[config.mk]
export PLATFORM = sky130hd
export DESIGN_NAME = table_inserter_flat
export DESIGN_NICKNAME = d
export VERILOG_FILES = /design/src/rtl/table_inserter_if.sv /design/src/rtl/table_inserter.sv /design/src/flat_wrapper.sv
export SDC_FILE = /design/constraint.sdc
export NUM_CORES = 1
export LEC_CHECK = 0
export ABC_AREA = 1
export CAP_MARGIN = 20
export CORE_ASPECT_RATIO = 1.1
export CORE_UTILIZATION = 37
export DETAILED_ROUTE_END_ITERATION = 12
export PLACE_DENSITY = 0.62
export SYNTH_ARGS = -nofsm -noshare
export SYNTH_HDL_FRONTEND = slang
export SYNTH_HIERARCHICAL = 1
export SYNTH_SLANG_ARGS = --single-unit
[constraint.sdc]
create_clock -name clk -period 3.7 [get_ports clk]
set_clock_uncertainty 0.2 [all_clocks]
set_input_delay 0.74 -clock clk [delete_from_list [all_inputs] [get_ports clk]]
set_output_delay 0.74 -clock clk [all_outputs]
set_load 0.01 [all_outputs]
[src/rtl/table_inserter_if.sv]
// Request and shared-memory bus of the table inserter.
// Control side (master) raises start_i with key/value; the inserter (slave) drives the byte-wide memory port.
`ifndef QUAD_BUS
`define QUAD_BUS 63:0
`endif
`ifndef DATA_BUS
`define DATA_BUS 31:0
`endif
`ifndef ADDR_BUS
`define ADDR_BUS 31:0
`endif

interface table_inserter_if;
    logic               start_i;
    logic [`QUAD_BUS]   key_i;
    logic [`DATA_BUS]   val_i;
    logic               mem_ce_o;
    logic               mem_we_o;
    logic [`ADDR_BUS]   mem_addr_o;
    logic [3:0]         mem_width_o;
    logic [`DATA_BUS]   mem_data_o;
    logic [`DATA_BUS]   mem_data_i;
    logic               ready_o;
    logic [`ADDR_BUS]   entry_addr_o;
    logic               collision_o;

    modport master (
        output start_i, key_i, val_i, mem_data_i,
        input  mem_ce_o, mem_we_o, mem_addr_o, mem_width_o, mem_data_o,
        input  ready_o, entry_addr_o, collision_o
    );

    modport slave (
        input  start_i, key_i, val_i, mem_data_i,
        output mem_ce_o, mem_we_o, mem_addr_o, mem_width_o, mem_data_o,
        output ready_o, entry_addr_o, collision_o
    );
endinterface

[src/rtl/table_inserter.sv]
// Exact-match table inserter: hashes a key and writes key then value bytes into the entry slot.
// Optional read-before-write collision refusal is enabled by defining INSERTER_COLLISION_CHK_EN.
`ifndef QUAD_BUS
`define QUAD_BUS 63:0
`endif
`ifndef DATA_BUS
`define DATA_BUS 31:0
`endif
`ifndef ADDR_BUS
`define ADDR_BUS 31:0
`endif

module table_hash (
    input  logic        clk,
    input  logic        rst,
    input  logic        start,
    input  logic [63:0] key,
    output logic        ready,
    output logic [7:0]  hash_val
);
    // XOR fold of the eight key bytes; ready pulses one cycle after start is seen
    always_ff @(posedge clk) begin
        if (rst) begin
            ready    <= 1'b0;
            hash_val <= 8'h00;
        end else begin
            ready    <= start & ~ready;
            hash_val <= key[63:56] ^ key[55:48] ^ key[47:40] ^ key[39:32]
                      ^ key[31:24] ^ key[23:16] ^ key[15:8]  ^ key[7:0];
        end
    end
endmodule

module table_inserter #(
    parameter int KEY_LEN    = 4,
    parameter int VAL_LEN    = 4,
    parameter int ENTRY_LEN  = 16,
    parameter int START_ADDR = 128
) (
    input  logic            clk,
    input  logic            rst,
    table_inserter_if.slave bus
);
    typedef enum logic [2:0] {
        FREE      = 3'd0,
        HASH      = 3'd1,
        CHECK     = 3'd2,
        WRITE_KEY = 3'd3,
        WRITE_VAL = 3'd4,
        DONE      = 3'd5
    } state_t;

    // Unused key bytes are zeroed so the hash agrees with the lookup side
    localparam logic [63:0] KEY_MASK = ~(64'hFFFF_FFFF_FFFF_FFFF >> (8 * KEY_LEN));
    localparam logic [3:0]  KEY_LAST = 4'(KEY_LEN - 1);
    localparam logic [3:0]  VAL_LAST = 4'(VAL_LEN - 1);

    function automatic logic [7:0] key_byte(input logic [63:0] k, input logic [3:0] j);
        logic [63:0] s;
        s = k << (32'd8 * 32'(j));
        return s[63:56];
    endfunction

    function automatic logic [7:0] val_byte(input logic [31:0] v, input logic [3:0] j);
        logic [31:0] s;
        s = v >> (32'd8 * (32'(VAL_LEN) - 32'd1 - 32'(j)));
        return s[7:0];
    endfunction

    state_t           state_r;
    logic [63:0]      key_r;
    logic [`DATA_BUS] val_r;
    logic [`ADDR_BUS] base_r;
    logic [3:0]       cnt_r;
    logic             hash_start_r;
    logic             ce_r;
    logic             we_r;
    logic [`ADDR_BUS] addr_r;
    logic [7:0]       data_r;
    logic             ready_r;
    logic [`ADDR_BUS] entry_r;
    logic             hash_ready_s;
    logic [7:0]       hash_val_s;
    logic [`ADDR_BUS] base_calc_s;

    table_hash u_hash (
        .clk      (clk),
        .rst      (rst),
        .start    (hash_start_r),
        .key      (key_r),
        .ready    (hash_ready_s),
        .hash_val (hash_val_s)
    );

    assign base_calc_s = 32'(START_ADDR) + {24'h000000, hash_val_s} * 32'(ENTRY_LEN);

`ifdef INSERTER_COLLISION_CHK_EN
    logic collision_r;
    logic zero_r;
    logic match_r;
    logic zero_next_s;
    logic match_next_s;

    // Running "slot empty" / "slot holds this key" verdicts including the byte read this cycle
    always_comb begin
        zero_next_s  = 1'b0;
        match_next_s = 1'b0;
        if (state_r == CHECK) begin
            zero_next_s  = zero_r  & (bus.mem_data_i[7:0] == 8'h00);
            match_next_s = match_r & (bus.mem_data_i[7:0] == key_byte(key_r, cnt_r));
        end else begin
            zero_next_s  = zero_r;
            match_next_s = match_r;
        end
    end

    assign bus.collision_o = collision_r;
`else
    assign bus.collision_o = 1'b0;
`endif

    assign bus.mem_ce_o     = ce_r;
    assign bus.mem_we_o     = we_r;
    assign bus.mem_addr_o   = addr_r;
    assign bus.mem_width_o  = 4'd1;
    assign bus.mem_data_o   = {24'h000000, data_r};
    assign bus.ready_o      = ready_r;
    assign bus.entry_addr_o = entry_r;

    // Insert sequencer; addr/data always show the byte that the next edge writes
    always_ff @(posedge clk) begin
        if (rst) begin
            state_r      <= FREE;
            key_r        <= 64'h0;
            val_r        <= 32'h0;
            base_r       <= 32'h0;
            cnt_r        <= 4'd0;
            hash_start_r <= 1'b0;
            ce_r         <= 1'b0;
            we_r         <= 1'b0;
            addr_r       <= 32'h0;
            data_r       <= 8'h00;
            ready_r      <= 1'b0;
            entry_r      <= 32'h0;
`ifdef INSERTER_COLLISION_CHK_EN
            collision_r  <= 1'b0;
            zero_r       <= 1'b0;
            match_r      <= 1'b0;
`endif
        end else begin
            case (state_r)
                FREE: begin
                    ce_r <= 1'b0;
                    we_r <= 1'b0;
                    if (bus.start_i) begin
                        key_r        <= bus.key_i & KEY_MASK;
                        val_r        <= bus.val_i;
                        ready_r      <= 1'b0;
                        entry_r      <= 32'h0;
                        hash_start_r <= 1'b1;
`ifdef INSERTER_COLLISION_CHK_EN
                        collision_r  <= 1'b0;
`endif
                        state_r      <= HASH;
                    end
                end
                HASH: begin
                    if (hash_ready_s) begin
                        hash_start_r <= 1'b0;
                        base_r       <= base_calc_s;
                        addr_r       <= base_calc_s;
                        cnt_r        <= 4'd0;
                        ce_r         <= 1'b1;
`ifdef INSERTER_COLLISION_CHK_EN
                        we_r         <= 1'b0;
                        zero_r       <= 1'b1;
                        match_r      <= 1'b1;
                        state_r      <= CHECK;
`else
                        we_r         <= 1'b1;
                        data_r       <= key_byte(key_r, 4'd0);
                        state_r      <= WRITE_KEY;
`endif
                    end
                end
`ifdef INSERTER_COLLISION_CHK_EN
                CHECK: begin
                    if (cnt_r == KEY_LAST) begin
                        if (zero_next_s || match_next_s) begin
                            we_r    <= 1'b1;
                            addr_r  <= base_r;
                            data_r  <= key_byte(key_r, 4'd0);
                            cnt_r   <= 4'd0;
                            state_r <= WRITE_KEY;
                        end else begin
                            ce_r        <= 1'b0;
                            we_r        <= 1'b0;
                            ready_r     <= 1'b1;
                            collision_r <= 1'b1;
                            entry_r     <= 32'h0;
                            state_r     <= DONE;
                        end
                    end else begin
                        cnt_r   <= cnt_r + 4'd1;
                        addr_r  <= addr_r + 32'd1;
                        zero_r  <= zero_next_s;
                        match_r <= match_next_s;
                    end
                end
`endif
                WRITE_KEY: begin
                    addr_r <= addr_r + 32'd1;
                    if (cnt_r == KEY_LAST) begin
                        cnt_r   <= 4'd0;
                        data_r  <= val_byte(val_r, 4'd0);
                        state_r <= WRITE_VAL;
                    end else begin
                        cnt_r   <= cnt_r + 4'd1;
                        data_r  <= key_byte(key_r, cnt_r + 4'd1);
                    end
                end
                WRITE_VAL: begin
                    if (cnt_r == VAL_LAST) begin
                        ce_r    <= 1'b0;
                        we_r    <= 1'b0;
                        ready_r <= 1'b1;
                        entry_r <= base_r;
                        state_r <= DONE;
                    end else begin
                        cnt_r   <= cnt_r + 4'd1;
                        addr_r  <= addr_r + 32'd1;
                        data_r  <= val_byte(val_r, cnt_r + 4'd1);
                    end
                end
                DONE: begin
                    ce_r <= 1'b0;
                    we_r <= 1'b0;
                    if (!bus.start_i) begin
                        ready_r <= 1'b0;
                        state_r <= FREE;
                    end
                end
                default: begin
                    ce_r         <= 1'b0;
                    we_r         <= 1'b0;
                    hash_start_r <= 1'b0;
                    state_r      <= FREE;
                end
            endcase
        end
    end
endmodule
[src/flat_wrapper.sv]
// flat-port wrapper written by rule: the top's interface ports become plain ports
module table_inserter_flat 
#(
    parameter int KEY_LEN    = 4,
    parameter int VAL_LEN    = 4,
    parameter int ENTRY_LEN  = 16,
    parameter int START_ADDR = 128
)
  (clk, rst, bus_start_i, bus_key_i, bus_val_i, bus_mem_data_i, bus_mem_ce_o, bus_mem_we_o, bus_mem_addr_o, bus_mem_width_o, bus_mem_data_o, bus_ready_o, bus_entry_addr_o, bus_collision_o);
  table_inserter_if bus_i ();
  input  logic clk;
  input  logic rst;
  input wire logic [$bits(bus_i.start_i)-1:0] bus_start_i;
  input wire logic [$bits(bus_i.key_i)-1:0] bus_key_i;
  input wire logic [$bits(bus_i.val_i)-1:0] bus_val_i;
  input wire logic [$bits(bus_i.mem_data_i)-1:0] bus_mem_data_i;
  output wire logic [$bits(bus_i.mem_ce_o)-1:0] bus_mem_ce_o;
  output wire logic [$bits(bus_i.mem_we_o)-1:0] bus_mem_we_o;
  output wire logic [$bits(bus_i.mem_addr_o)-1:0] bus_mem_addr_o;
  output wire logic [$bits(bus_i.mem_width_o)-1:0] bus_mem_width_o;
  output wire logic [$bits(bus_i.mem_data_o)-1:0] bus_mem_data_o;
  output wire logic [$bits(bus_i.ready_o)-1:0] bus_ready_o;
  output wire logic [$bits(bus_i.entry_addr_o)-1:0] bus_entry_addr_o;
  output wire logic [$bits(bus_i.collision_o)-1:0] bus_collision_o;
  assign bus_i.start_i = bus_start_i;
  assign bus_i.key_i = bus_key_i;
  assign bus_i.val_i = bus_val_i;
  assign bus_i.mem_data_i = bus_mem_data_i;
  assign bus_mem_ce_o = bus_i.mem_ce_o;
  assign bus_mem_we_o = bus_i.mem_we_o;
  assign bus_mem_addr_o = bus_i.mem_addr_o;
  assign bus_mem_width_o = bus_i.mem_width_o;
  assign bus_mem_data_o = bus_i.mem_data_o;
  assign bus_ready_o = bus_i.ready_o;
  assign bus_entry_addr_o = bus_i.entry_addr_o;
  assign bus_collision_o = bus_i.collision_o;
  table_inserter #(.KEY_LEN(KEY_LEN), .VAL_LEN(VAL_LEN), .ENTRY_LEN(ENTRY_LEN), .START_ADDR(START_ADDR)) u_core (.clk(clk), .rst(rst), .bus(bus_i));
endmodule
==> summary.md <==
| Metric | Value |
|---|---|
| Site row count | `56` |
| Tightest Hold Check Type | `flop to flop` |
| Die width | `143.2 µm` |
| Post-CTS resize count | `0` |
| CTS H-tree lvls | `4` |
| Hold Fails Final Rpt | `0` |
| Routed wire length per instance | `12.33 µm` |
| Number of global-route vias before repair | `7175` |
| Routability cong. | `between 0.8 and 0.9` |
| Clk_lat worst skew | `420 ps` |
| Gr usage total | `0.1946` |
| Mapped Cells | `between 1000 and 1500` |
| CTS Hold Buffers Added | `0` |
| Synth warn | `6` |
| Initial DRC Count | `460` |
| Arrival @ worst endpoint | `approximately 2800 ps` |
| # DRC | `0` |
| Antenna-violating nets left | `0` |
| Register area share after synthesis | `0.3479` |
| Fin Hold WS | `248.9 ps` |
| CP Launch Type | `flop` |
| Initial antenna violation count | `1` |
| Leading cell type in the layout, fill and taps excluded | `nand2_1` |
| Netlist cell types | `37` |
| Hpwl dp | `15.27 mm` |
| # diodes | `0` |
| Post-synthesis cell area | `8113 µm²` |
| Number of max-cap violations | `0` |
| RSZ-0062 raised after global routing | `no` |
| Syn Area/Cell | `6.511 µm²` |
| Tcrit/Tclk final | `0.7055` |
| Clock slew at reported path FFs | `60 ps` |
| Total Wirelength | `21.12 mm` |
| PortBufs | `118` |
| Sum Neg Setup Slack | `0 ps` |
| Nets | `1544` |
| Power density cells | `~610 nW/µm²` |
| Setup Buffers After CTS | `0` |
| Worst Path Max Fanout | `42` |
| CTS tree | `done` |
| Yosys reg bits | `approximately 140` |
| Top-Level Pins | `about 240` |
| Final-report max-slew violation count | `0` |
| Share of layout cells above drive strength 1 | `0.06399` |
| Initial core utilization | `0.3784` |
| GRT Residual Overflow | `0` |
| DR vias | `7924` |
| Slew @ Worst Pin | `between 800 and 900 ps` |
| Largest net degree at the start of global routing | `94` |
| CTS root buffer | `clkbuf_16` |
| Fmax | `383.1 MHz` |
| Slew HR | `0.4252` |
| Final Critical Period | `~2600 ps` |
| DIE AREA | `approximately 23000 µm²` |
| Core box area | `21440 µm²` |
| Cts bufs inserted | `17` |
| Most frequent cells in the layout | `232 x nand2_1, 199 x nor2_1, 141 x dfxtp_1` |
| Global-route wire length before repair | `34.69 mm` |
| Die H | `157.3 µm` |
| Layout Utilization | `0.4748` |
| Endpoints failing setup | `0` |
| Maximum clock insertion buffer count | `2` |
| Placed insts | `1681` |
| Area Overhead vs Synth | `25.49%` |
| Final Non-Filler Cells | `1712` |
| Crit path kind | `flop to flop` |
| Status | `finished clean` |
| CP Capture Type | `flop` |
| CP required | `around 3900 ps` |
| Pleak | `4.263 nW` |
| CTS sink count | `141` |
| Drt pass-1 iters | `5` |
| Maximum vdd drop | `approximately 350 µV` |
| Avg Vias per Cell | `4.629` |
==> Yosys cell counts <==
cell type	count	area share
nand2_2	13	0.010
o221ai_1	1	0.0011
or2_1	8	0.0062
nor2_8	1	0.0025
nor2_2	12	0.0093
nor3_4	1	0.0020
nor2_1	199	0.092
clkinv_1	3	0.0014
xor2_1	14	0.015
buf_2	9	0.0056
nand3_1	76	0.047
ha_1	3	0.0046
or2_2	1	0.00077
o31ai_1	1	0.00093
nor3_1	17	0.010
buf_4	55	0.051
o211ai_1	3	0.0028
buf_6	2	0.0028
o21ai_0	122	0.075
clkbuf_1	33	0.015
a21oi_1	110	0.068
nand3_2	18	0.022
nand2_4	1	0.0014
a21boi_1	1	0.00093
o21ai_1	7	0.0043
inv_2	6	0.0028
o21bai_1	3	0.0028
nand4_1	13	0.010
inv_1	116	0.054
nand2_1	232	0.11
buf_1	2	0.00093
xnor2_1	14	0.015
nand3b_1	4	0.0037
a211oi_1	1	0.00093
nor2_4	1	0.0014
conb_1	2	0.00093
dfxtp_1	141	0.35
==> path summary, 6_finish.rpt <==
path | start | endpoint | slack [ps] | cells after the start
setup / recovery | u_core/cnt_r[0] | u_core/data_r[6] | 1090 | 9
hold / removal | u_core/base_r[4] | u_core/base_r[4] | 250 | 2
setup reg to reg | u_core/cnt_r[0] | u_core/data_r[6] | 1090 | 9
hold reg to reg | u_core/base_r[4] | u_core/base_r[4] | 250 | 2
==> worst max-delay path, cell delays in order (launching register included) <==
cell and delay, ps:
dfxtp_1 330, buf_4 360, clkinv_1 720, a21oi_1 320, o21ai_0 130, nand2_1 100, nand3_1 120, nand3_1 170
nand2_1 60, inv_1 40
==> flip-flops by register name, summed over array words and instances, names as in the netlist <==
| signal | count |
|---|---|
| u_core/u_hash/ready | 1 |
| u_core/bus.mem_we_o | 1 |
| u_core/bus.entry_addr_o | 9 |
| u_core/bus.ready_o | 1 |
| u_core/cnt_r | 4 |
| u_core/u_hash/hash_val | 8 |
| u_core/bus.mem_addr_o | 32 |
| u_core/state_r | 3 |
| u_core/val_r | 32 |
| u_core/data_r | 8 |
| u_core/key_r | 32 |
| u_core/base_r | 9 |
| u_core/hash_start_r | 1 |
==> kinds of logic after synthesis <==
| kind of cell | share of synthesized area |
|---|---|
| AOI/OAI and AO/OA | 0.1568 |
| xor gates and xnor gates | 0.03023 |
| adders and majority gates | 0.004627 |
| buffers and inverters | 0.1333 |
| DFF | 0.3479 |
| other | 0.0009257 |
| and+or+nand+nor | 0.3262 |
==> report_power, final <==
part           switching (mW)  internal, mW
sequential              0.254          1.85
combinational            1.49         0.823
clock                   0.653          1.18
==> layout make-up <==
class	count	area, µm²
timing repair buffer	124	1226
tap	290	362.8
clock inverter	10	162.7
fill	2251	11260
inverter	125	469.2
sequential	141	2823
multi-input combinational	1001	4667
clock buffer	21	470.5
==> per-stage QoR <==
step,worst slack [ps],cell area (µm²),power [mW]
floorplan,1781,8571,3.812
global placement,1013,9548,4.403
detailed placement,962.0,9548,4.433
CTS,1161,10180,6.282
global route,808.4,10180,6.701
finish,1090,10180,6.245
==> routing by layer <==
layer | routed length (µm) | GRT usage | part of all wire
met4 | 401 | 0.06400 | 0.019
met3 | 1088 | 0.04107 | 0.052
met1 | 9758 | 0.2476 | 0.46
met2 | 9853 | 0.3252 | 0.47
met5 | 13 | 0 | 0.00062
No activity file was read; power rests on OpenSTA's default activity.
